[config.mk]
export PLATFORM = sky130hd
export DESIGN_NAME = bist_sequencer_flat
export DESIGN_NICKNAME = d
export VERILOG_FILES = /design/src/rtl/bist_sequencer_if.sv /design/src/rtl/bist_sequencer.sv /design/src/flat_wrapper.sv
export SDC_FILE = /design/constraint.sdc
export NUM_CORES = 2
export LEC_CHECK = 0
export CAP_MARGIN = 20
export CORE_MARGIN = 2
export CORE_UTILIZATION = 30
export CTS_BUF_LIST = sky130_fd_sc_hd__clkbuf_4
export DETAILED_ROUTE_END_ITERATION = 12
export PLACE_DENSITY = 0.47
export SLEW_MARGIN = 0
export SYNTH_ARGS = -nofsm -noshare
export SYNTH_HDL_FRONTEND = slang
export SYNTH_MEMORY_MAX_BITS = 65536
export SYNTH_SLANG_ARGS = --single-unit
[constraint.sdc]
create_clock -name clk -period 3.65 [get_ports clk]
set_input_delay 0.73 -clock clk [delete_from_list [all_inputs] [get_ports clk]]
set_output_delay 0.73 -clock clk [all_outputs]
set_load 0.05 [all_outputs]
[src/rtl/bist_sequencer_if.sv]
// rtl/bist_sequencer_if.sv - TAP-side load/run bus and CUT stimulus/response bundle for the BIST sequencer
interface bist_sequencer_if #(
  parameter int AW = 8,
  parameter int DW = 10
);
  logic          prg_clr;
  logic          prg_we;
  logic [DW-1:0] prg_data;
  logic          chk_we;
  logic [7:0]    chk_data;
  logic          start;
  logic          abort;
  logic [7:0]    dut_in;
  logic          dut_en;
  logic [7:0]    dut_out;
  logic          busy;
  logic          done;
  logic          pass;
  logic          fail_valid;
  logic [AW-1:0] fail_addr;
  logic [7:0]    err_cnt;
  logic          ovf;
  logic [15:0]   status;

  modport master (
    output prg_clr, prg_we, prg_data, chk_we, chk_data, start, abort, dut_out,
    input  dut_in, dut_en, busy, done, pass, fail_valid, fail_addr, err_cnt, ovf, status
  );

  modport slave (
    input  prg_clr, prg_we, prg_data, chk_we, chk_data, start, abort, dut_out,
    output dut_in, dut_en, busy, done, pass, fail_valid, fail_addr, err_cnt, ovf, status
  );
endinterface

[src/rtl/bist_sequencer.sv]
// rtl/bist_sequencer.sv - BIST program sequencer with masked response compare and error capture
module bist_sequencer #(
  parameter int DEPTH  = 256,
  parameter int AW     = 8,
  parameter int DW     = 10,
  parameter int SETTLE = 2
) (
  input  logic            clk,
  input  logic            rst,
  bist_sequencer_if.slave bus
);

  // Lengths and pointers need one extra bit so that "full" (== DEPTH) is representable.
  localparam int LW = AW + 1;
  localparam int CW = ($clog2(SETTLE) > 8) ? $clog2(SETTLE) : 8;
  localparam logic [LW-1:0] FULL        = LW'(DEPTH);
  localparam logic [LW-1:0] ONE_L       = LW'(1);
  localparam logic [CW-1:0] ONE_C       = CW'(1);
  localparam logic [CW-1:0] SETTLE_LOAD = CW'(SETTLE - 1);

  localparam logic [1:0] OP_APPLY = 2'b00;
  localparam logic [1:0] OP_MASK  = 2'b01;
  localparam logic [1:0] OP_WAIT  = 2'b10;
  localparam logic [1:0] OP_END   = 2'b11;

  typedef enum logic [2:0] {
    S_IDLE,
    S_FETCH,
    S_DECODE,
    S_APPLY,
    S_SETTLE,
    S_COMPARE,
    S_WAIT,
    S_FINISH
  } state_t;

  state_t state, state_n;

  logic [DW-1:0] prg_mem [DEPTH];
  logic [7:0]    chk_mem [DEPTH];

  logic [LW-1:0] prg_len, chk_len, pc, ep;
  logic [CW-1:0] cnt;
  logic [DW-1:0] word;
  logic [7:0]    exp_q, mask, dut_in_q, err_cnt_q;
  logic          dut_en_q, fail_valid_q, pass_q, aborted_q, ovf_q;
  logic [AW-1:0] fail_addr_q;

  logic [1:0] opcode;
  logic [7:0] payload;
  logic       busy, done, pass;
  logic       start_run, abort_run, mismatch, prg_wr, chk_wr;

  assign opcode  = word[DW-1:DW-2];
  assign payload = word[7:0];

  // State register
  always_ff @(posedge clk) begin
    if (rst) begin
      state <= S_IDLE;
    end else begin
      state <= state_n;
    end
  end

  // Next state, run-control strobes and status-facing outputs
  always_comb begin
    state_n   = state;
    busy      = (state != S_IDLE) && (state != S_FINISH);
    abort_run = bus.abort && (state != S_IDLE);
    start_run = (state == S_IDLE) && bus.start && !bus.abort;
    done      = (state == S_FINISH) && !bus.abort;
    pass      = (state == S_FINISH) ? (done && (err_cnt_q == 8'd0)) : pass_q;
    mismatch  = (ep >= chk_len) || (((bus.dut_out ^ exp_q) & mask) != 8'd0);
    prg_wr    = bus.prg_we && !bus.prg_clr && !busy && (prg_len != FULL);
    chk_wr    = bus.chk_we && !bus.prg_clr && !busy && (chk_len != FULL);

    case (state)
      S_IDLE:    if (start_run) state_n = S_FETCH;
      S_FETCH:   state_n = (pc == prg_len) ? S_FINISH : S_DECODE;
      S_DECODE: begin
        case (opcode)
          OP_APPLY: state_n = S_APPLY;
          OP_MASK:  state_n = S_FETCH;
          OP_WAIT:  state_n = (payload == 8'd0) ? S_FETCH : S_WAIT;
          OP_END:   state_n = S_FINISH;
          default:  state_n = S_FINISH;
        endcase
      end
      S_APPLY:   state_n = (SETTLE > 1) ? S_SETTLE : S_COMPARE;
      S_SETTLE:  if (cnt <= ONE_C) state_n = S_COMPARE;
      S_COMPARE: state_n = S_FETCH;
      S_WAIT:    if (cnt <= ONE_C) state_n = S_FETCH;
      S_FINISH:  state_n = S_IDLE;
      default:   state_n = S_IDLE;
    endcase

    if (abort_run) state_n = S_IDLE;
  end

  // Buffer writes and the synchronous reads of the program word and expected value
  always_ff @(posedge clk) begin
    if (prg_wr) prg_mem[prg_len[AW-1:0]] <= bus.prg_data;
    if (chk_wr) chk_mem[chk_len[AW-1:0]] <= bus.chk_data;
    if (state == S_FETCH) word  <= prg_mem[pc[AW-1:0]];
    if (state == S_APPLY) exp_q <= chk_mem[ep[AW-1:0]];
  end

  // Buffer fill pointers and the sticky overflow flag; writes during a run are simply dropped
  always_ff @(posedge clk) begin
    if (rst || bus.prg_clr) begin
      prg_len <= '0;
      chk_len <= '0;
      ovf_q   <= 1'b0;
    end else begin
      if (prg_wr) prg_len <= prg_len + ONE_L;
      if (chk_wr) chk_len <= chk_len + ONE_L;
      if (!busy && ((bus.prg_we && (prg_len == FULL)) || (bus.chk_we && (chk_len == FULL))))
        ovf_q <= 1'b1;
    end
  end

  // Run datapath: pointers, mask, stimulus, countdown and error capture
  always_ff @(posedge clk) begin
    if (rst) begin
      pc           <= '0;
      ep           <= '0;
      cnt          <= '0;
      mask         <= 8'hFF;
      dut_in_q     <= 8'd0;
      dut_en_q     <= 1'b0;
      err_cnt_q    <= 8'd0;
      fail_valid_q <= 1'b0;
      fail_addr_q  <= '0;
      pass_q       <= 1'b0;
      aborted_q    <= 1'b0;
    end else if (abort_run) begin
      dut_en_q  <= 1'b0;
      pass_q    <= 1'b0;
      aborted_q <= 1'b1;
    end else begin
      case (state)
        S_IDLE: begin
          if (start_run) begin
            pc           <= '0;
            ep           <= '0;
            err_cnt_q    <= 8'd0;
            fail_valid_q <= 1'b0;
            pass_q       <= 1'b0;
            aborted_q    <= 1'b0;
            mask         <= 8'hFF;
          end
        end
        S_DECODE: begin
          if (opcode == OP_MASK) begin
            mask <= payload;
            pc   <= pc + ONE_L;
          end else if (opcode == OP_WAIT) begin
            if (payload == 8'd0) pc  <= pc + ONE_L;
            else                 cnt <= CW'(payload);
          end
        end
        S_APPLY: begin
          dut_in_q <= payload;
          dut_en_q <= 1'b1;
          cnt      <= SETTLE_LOAD;
        end
        S_SETTLE: cnt <= cnt - ONE_C;
        S_COMPARE: begin
          if (mismatch) begin
            if (err_cnt_q != 8'hFF) err_cnt_q <= err_cnt_q + 8'd1;
            if (!fail_valid_q) begin
              fail_addr_q  <= pc[AW-1:0];
              fail_valid_q <= 1'b1;
            end
          end
          ep       <= ep + ONE_L;
          pc       <= pc + ONE_L;
          dut_en_q <= 1'b0;
        end
        S_WAIT: begin
          cnt <= cnt - ONE_C;
          if (cnt <= ONE_C) pc <= pc + ONE_L;
        end
        S_FINISH: pass_q <= (err_cnt_q == 8'd0);
        default: ;
      endcase
    end
  end

  assign bus.dut_in     = dut_in_q;
  assign bus.dut_en     = dut_en_q;
  assign bus.busy       = busy;
  assign bus.done       = done;
  assign bus.pass       = pass;
  assign bus.fail_valid = fail_valid_q;
  assign bus.fail_addr  = fail_addr_q;
  assign bus.err_cnt    = err_cnt_q;
  assign bus.ovf        = ovf_q;
  assign bus.status     = {busy, pass, fail_valid_q, aborted_q, ovf_q, 3'b000, err_cnt_q};

endmodule

[src/flat_wrapper.sv]
// flat-port wrapper written by rule: the top's interface ports become plain ports
module bist_sequencer_flat 
#(
  parameter int DEPTH  = 256,
  parameter int AW     = 8,
  parameter int DW     = 10,
  parameter int SETTLE = 2
)
  (clk, rst, bus_prg_clr, bus_prg_we, bus_prg_data, bus_chk_we, bus_chk_data, bus_start, bus_abort, bus_dut_out, bus_dut_in, bus_dut_en, bus_busy, bus_done, bus_pass, bus_fail_valid, bus_fail_addr, bus_err_cnt, bus_ovf, bus_status);
  bist_sequencer_if #(.AW(AW), .DW(DW)) bus_i ();
  input  logic clk;
  input  logic rst;
  input wire logic [$bits(bus_i.prg_clr)-1:0] bus_prg_clr;
  input wire logic [$bits(bus_i.prg_we)-1:0] bus_prg_we;
  input wire logic [$bits(bus_i.prg_data)-1:0] bus_prg_data;
  input wire logic [$bits(bus_i.chk_we)-1:0] bus_chk_we;
  input wire logic [$bits(bus_i.chk_data)-1:0] bus_chk_data;
  input wire logic [$bits(bus_i.start)-1:0] bus_start;
  input wire logic [$bits(bus_i.abort)-1:0] bus_abort;
  input wire logic [$bits(bus_i.dut_out)-1:0] bus_dut_out;
  output wire logic [$bits(bus_i.dut_in)-1:0] bus_dut_in;
  output wire logic [$bits(bus_i.dut_en)-1:0] bus_dut_en;
  output wire logic [$bits(bus_i.busy)-1:0] bus_busy;
  output wire logic [$bits(bus_i.done)-1:0] bus_done;
  output wire logic [$bits(bus_i.pass)-1:0] bus_pass;
  output wire logic [$bits(bus_i.fail_valid)-1:0] bus_fail_valid;
  output wire logic [$bits(bus_i.fail_addr)-1:0] bus_fail_addr;
  output wire logic [$bits(bus_i.err_cnt)-1:0] bus_err_cnt;
  output wire logic [$bits(bus_i.ovf)-1:0] bus_ovf;
  output wire logic [$bits(bus_i.status)-1:0] bus_status;
  assign bus_i.prg_clr = bus_prg_clr;
  assign bus_i.prg_we = bus_prg_we;
  assign bus_i.prg_data = bus_prg_data;
  assign bus_i.chk_we = bus_chk_we;
  assign bus_i.chk_data = bus_chk_data;
  assign bus_i.start = bus_start;
  assign bus_i.abort = bus_abort;
  assign bus_i.dut_out = bus_dut_out;
  assign bus_dut_in = bus_i.dut_in;
  assign bus_dut_en = bus_i.dut_en;
  assign bus_busy = bus_i.busy;
  assign bus_done = bus_i.done;
  assign bus_pass = bus_i.pass;
  assign bus_fail_valid = bus_i.fail_valid;
  assign bus_fail_addr = bus_i.fail_addr;
  assign bus_err_cnt = bus_i.err_cnt;
  assign bus_ovf = bus_i.ovf;
  assign bus_status = bus_i.status;
  bist_sequencer #(.DEPTH(DEPTH), .AW(AW), .DW(DW), .SETTLE(SETTLE)) u_core (.clk(clk), .rst(rst), .bus(bus_i));
endmodule
==> flow_summary.ini <==
[global_route]
largest_net_degree_at_the_start_of_global_routing = 101
grt_remaining_overflow = 0
grt_pass1_vias = 103650
overall_global_routing_resource_usage_pct = 18.0
first_pass_grt_wire_length_mm = 787
number_of_antenna_violations_at_the_first_check_in_global_routing = 21

[routing]
drtPass1Iterations = 7
initialDrtViolationCount = 9324
drt-wirelength-per-cell_um = 28.6
ant_nets = 0
drc_errors = 0
via_count = 98977
postRouteWirelength_mm = 565
detail_route.vias_per_cell = 5.00

[die]
core_um2 = 611000
core.rowCount = 287
ioPinCount = 79
chipWidth_um = 787
dieArea_um2 = 619000
starting_density_pct = 30.1
die_h_um = 787

[sta]
hold_viol = 0
skew_ps = 139
worst_slew_margin_rel_pct = 23.9
worst_slew_pin_slew_ps = 1140
tns_ps = -248
setup_viol_count_final = 3
fin_crit_sh_pct = 103
grt_setup_unrepaired = yes
timing.final.crit_period_ps = 3770
slew_viol_final = 0
max_freq_ghz = 0.265
fin_ws_ps = -121

[worst_setup_path]
criticalPathCategory = flop to output pin
critical_path.max_fanout = 2
startpoint_type = flop
setup.worst_path.end_class = output pin
worstPathArrival_ps = 3040
crit_required_ps = 2920

[synth]
synth-compound-area-share_pct = 2.55
postSynth.asyncResetShare_pct = 0
yosys_warnings = 0
syn_area_per_cell_um2 = 21.2
synth-adder-area-share_pct = 0.157
post_syn_instances = 8672
synth-seq-cells = 4710
synth_seq_area_share_pct = 76.5
netlist.top_cell.by_area = edfxtp_1
synthTopCellsByArea = edfxtp_1 76%, mux4_2 14%, mux2i_1 1.7%
synth-edff-count = 4626
post_synth_instance_area_um2 = 184000
yosys-mux-area-fraction_pct = 16.2
yosys.area_share.simple_pct = 2.60
synth_xor_xnor_area_share_pct = 0.224
largest_family_of_logic_cells_by_synthesized_area = multiplexers
synth_cell_type_count = 73
dominantRegCellSynth = edfxtp_1
synth_top_area_share_pct = 75.6

[place]
dpl.hpwl_mm = 361
dpl_worst_slack_ps = -382
gp_routability_congestion = 0.837
io_buffers = 75

[outcome]
run_status = finished, violations left
violated_checks = setup timing

[cts]
insertion_delay_ps = 1800
cts_tree = done
clkTransAtPathRegs_ps = 70
numCtsBuffers = 1275
htree_num_levels = 7
cts_num_sinks = 4710
clockBufferDepth = 5
cts_root_buf = clkbuf_4

[pwr]
pwr_density_cell_nw_per_um2 = 528
power_leakage_nw = 69.6
irDropWorstVdd_v = 0.000323

[cells_and_area]
nNetsFinal = 10929
areaGrowthSynthToFinish_pct = 19.6
final_layout_size_suffix_gt1_share_pct = 39.1

[hold_path]
holdCritPathClass = input pin to flop

[flow_run]
drv.max_cap_violation_count = 0
==> cell type report <==
cell class | instances | area (um^2)
Antenna cell | 23 | 57.6
Multi-Input combinational cell | 3398 | 40300
Inverter | 36 | 151
Tap cell | 8092 | 10100
Clock buffer | 1804 | 13500
Fill cell | 57007 | 391000
Timing Repair Buffer | 1452 | 13700
Clock inverter | 271 | 1300
Sequential cell | 4710 | 141000
==> per-layer routing <==
| layer | vias to the layer above | part of all wire (%) | routed length [um] | track usage (%) |
|---|---|---|---|---|
| met1 | 52757 | 42 | 235000 | 23.5 |
| li1 | 41409 | - | - | - |
| met5 | - | 0.0023 | 13 | 0 |
| met2 | 3888 | 49 | 277000 | 29.5 |
| met3 | 921 | 6.3 | 35900 | 3.72 |
| met4 | 2 | 3.0 | 17200 | 6.69 |
==> logic make-up after synthesis <==
| logic type | Yosys count |
|---|---|
| xor gates and xnor gates | 47 |
| other | 1 |
| buffers and inverters | 566 |
| AOI/OAI and AO/OA | 689 |
| and+or+nand+nor | 1123 |
| muxes | 1513 |
| adders and majority gates | 23 |
| DFF | 4710 |
==> per-stage QoR <==
stage / hold WS, ps / total power, mW / std cells / cell area, um^2 / util (%)
after floorplan: 438 / 68.1 / 8674 / 184000 / -
after global placement: 461 / 72.9 / 17625 / 204000 / 33.4
after detailed placement: 460 / 73.0 / 17626 / 204000 / 33.4
after CTS: 4.32 / 118 / 19758 / 220000 / 36.0
after global routing: 1.72 / 121 / 19780 / 220000 / 36.0
final: 110 / 116 / 19786 / 220000 / 36.0
==> where the power goes <==
part / total, mW / internal, mW / switching (mW)
Clock: 44.3 / 23.2 / 21.1
Combinational: 12.1 / 5.63 / 6.48
Sequential: 59.8 / 59.5 / 0.277
==> cells in the final DEF (no fill, tap or decap), types with 85 or more instances in the layout <==
| cell type | n |
|---|---|
| nor2_1 | 640 |
| nand2_1 | 215 |
| edfxtp_1 | 4626 |
| mux4_2 | 1169 |
| buf_4 | 1140 |
| o21ai_0 | 108 |
| clkbuf_4 | 1804 |
| mux2i_1 | 320 |
| buf_12 | 187 |
| a221oi_1 | 85 |
| a21oi_1 | 176 |
| clkinv_1 | 206 |
==> Yosys cell counts (19+ instances only) <==
| cell | n |
|---|---|
| nor3_1 | 50 |
| buf_6 | 48 |
| a22oi_1 | 66 |
| a211oi_1 | 31 |
| buf_1 | 40 |
| a31oi_1 | 22 |
| edfxtp_1 | 4626 |
| mux4_2 | 1169 |
| nor2_1 | 646 |
| o22ai_1 | 36 |
| mux2_2 | 23 |
| dfxtp_1 | 84 |
| xor2_1 | 20 |
| clkbuf_1 | 193 |
| inv_1 | 34 |
| nand2b_1 | 22 |
| ha_1 | 23 |
| buf_2 | 133 |
| buf_8 | 19 |
| a21oi_1 | 177 |
| xnor2_1 | 27 |
| o21ai_0 | 109 |
| nor2b_1 | 38 |
| nand3_1 | 52 |
| a221oi_1 | 87 |
| nand2_1 | 225 |
| mux2i_1 | 321 |
| buf_4 | 94 |
| o211ai_1 | 21 |
| o221ai_1 | 30 |
==> final timing paths <==
kind,from,end,slack (ps),cells past startpoint
max reg2reg,u_core.ep[2]$_SDFFE_PP0P_,u_core.exp_q[3]$_DFFE_PP_,10,10
min reg2reg,u_core.bus.dut_in[5]$_SDFFE_PP0P_,u_core.bus.dut_in[5]$_SDFFE_PP0P_,470,2
max,u_core.bus.err_cnt[0]$_SDFFE_PP0P_,bus_status[14],-120,6
min,bus_prg_data[7],u_core.prg_mem[22][7]$_DFFE_PP_,110,2
==> flip-flops by register name, indices dropped and copies added (netlist names) <==
signal,cells
u_core.exp_q,8
u_core.prg_mem,2560
u_core.chk_len,9
u_core.prg_len,9
u_core.bus.err_cnt,8
u_core.bus.fail_valid,1
u_core.pass_q,1
u_core.state,3
u_core.word,10
u_core.bus.fail_addr,8
u_core.chk_mem,2048
u_core.mask,8
u_core.ep,9
u_core.bus.dut_en,1
u_core.aborted_q,1
u_core.cnt,8
u_core.bus.dut_in,8
u_core.pc,9
u_core.bus.ovf,1
==> critical path: stages, from the launching register on <==
cell and delay, ps:
dfxtp_2 340, inv_4 60, ha_4 120, nor4b_4 210, a32o_2 250, buf_12 160
buf_12 140
==> timing repair <==
action | 4_1_cts | 5_1_grt
hold buffers | 45 | 0
buffers inserted | 15 | 6
endpoints found under the hold margin | 4666 | 0
cloned | 0 | 1
resized for setup | 217 | 10
pin swaps | 5 | 4
setup endpoints to repair | 49 | 10
Note: power is estimated with default switching activity, not from simulation.
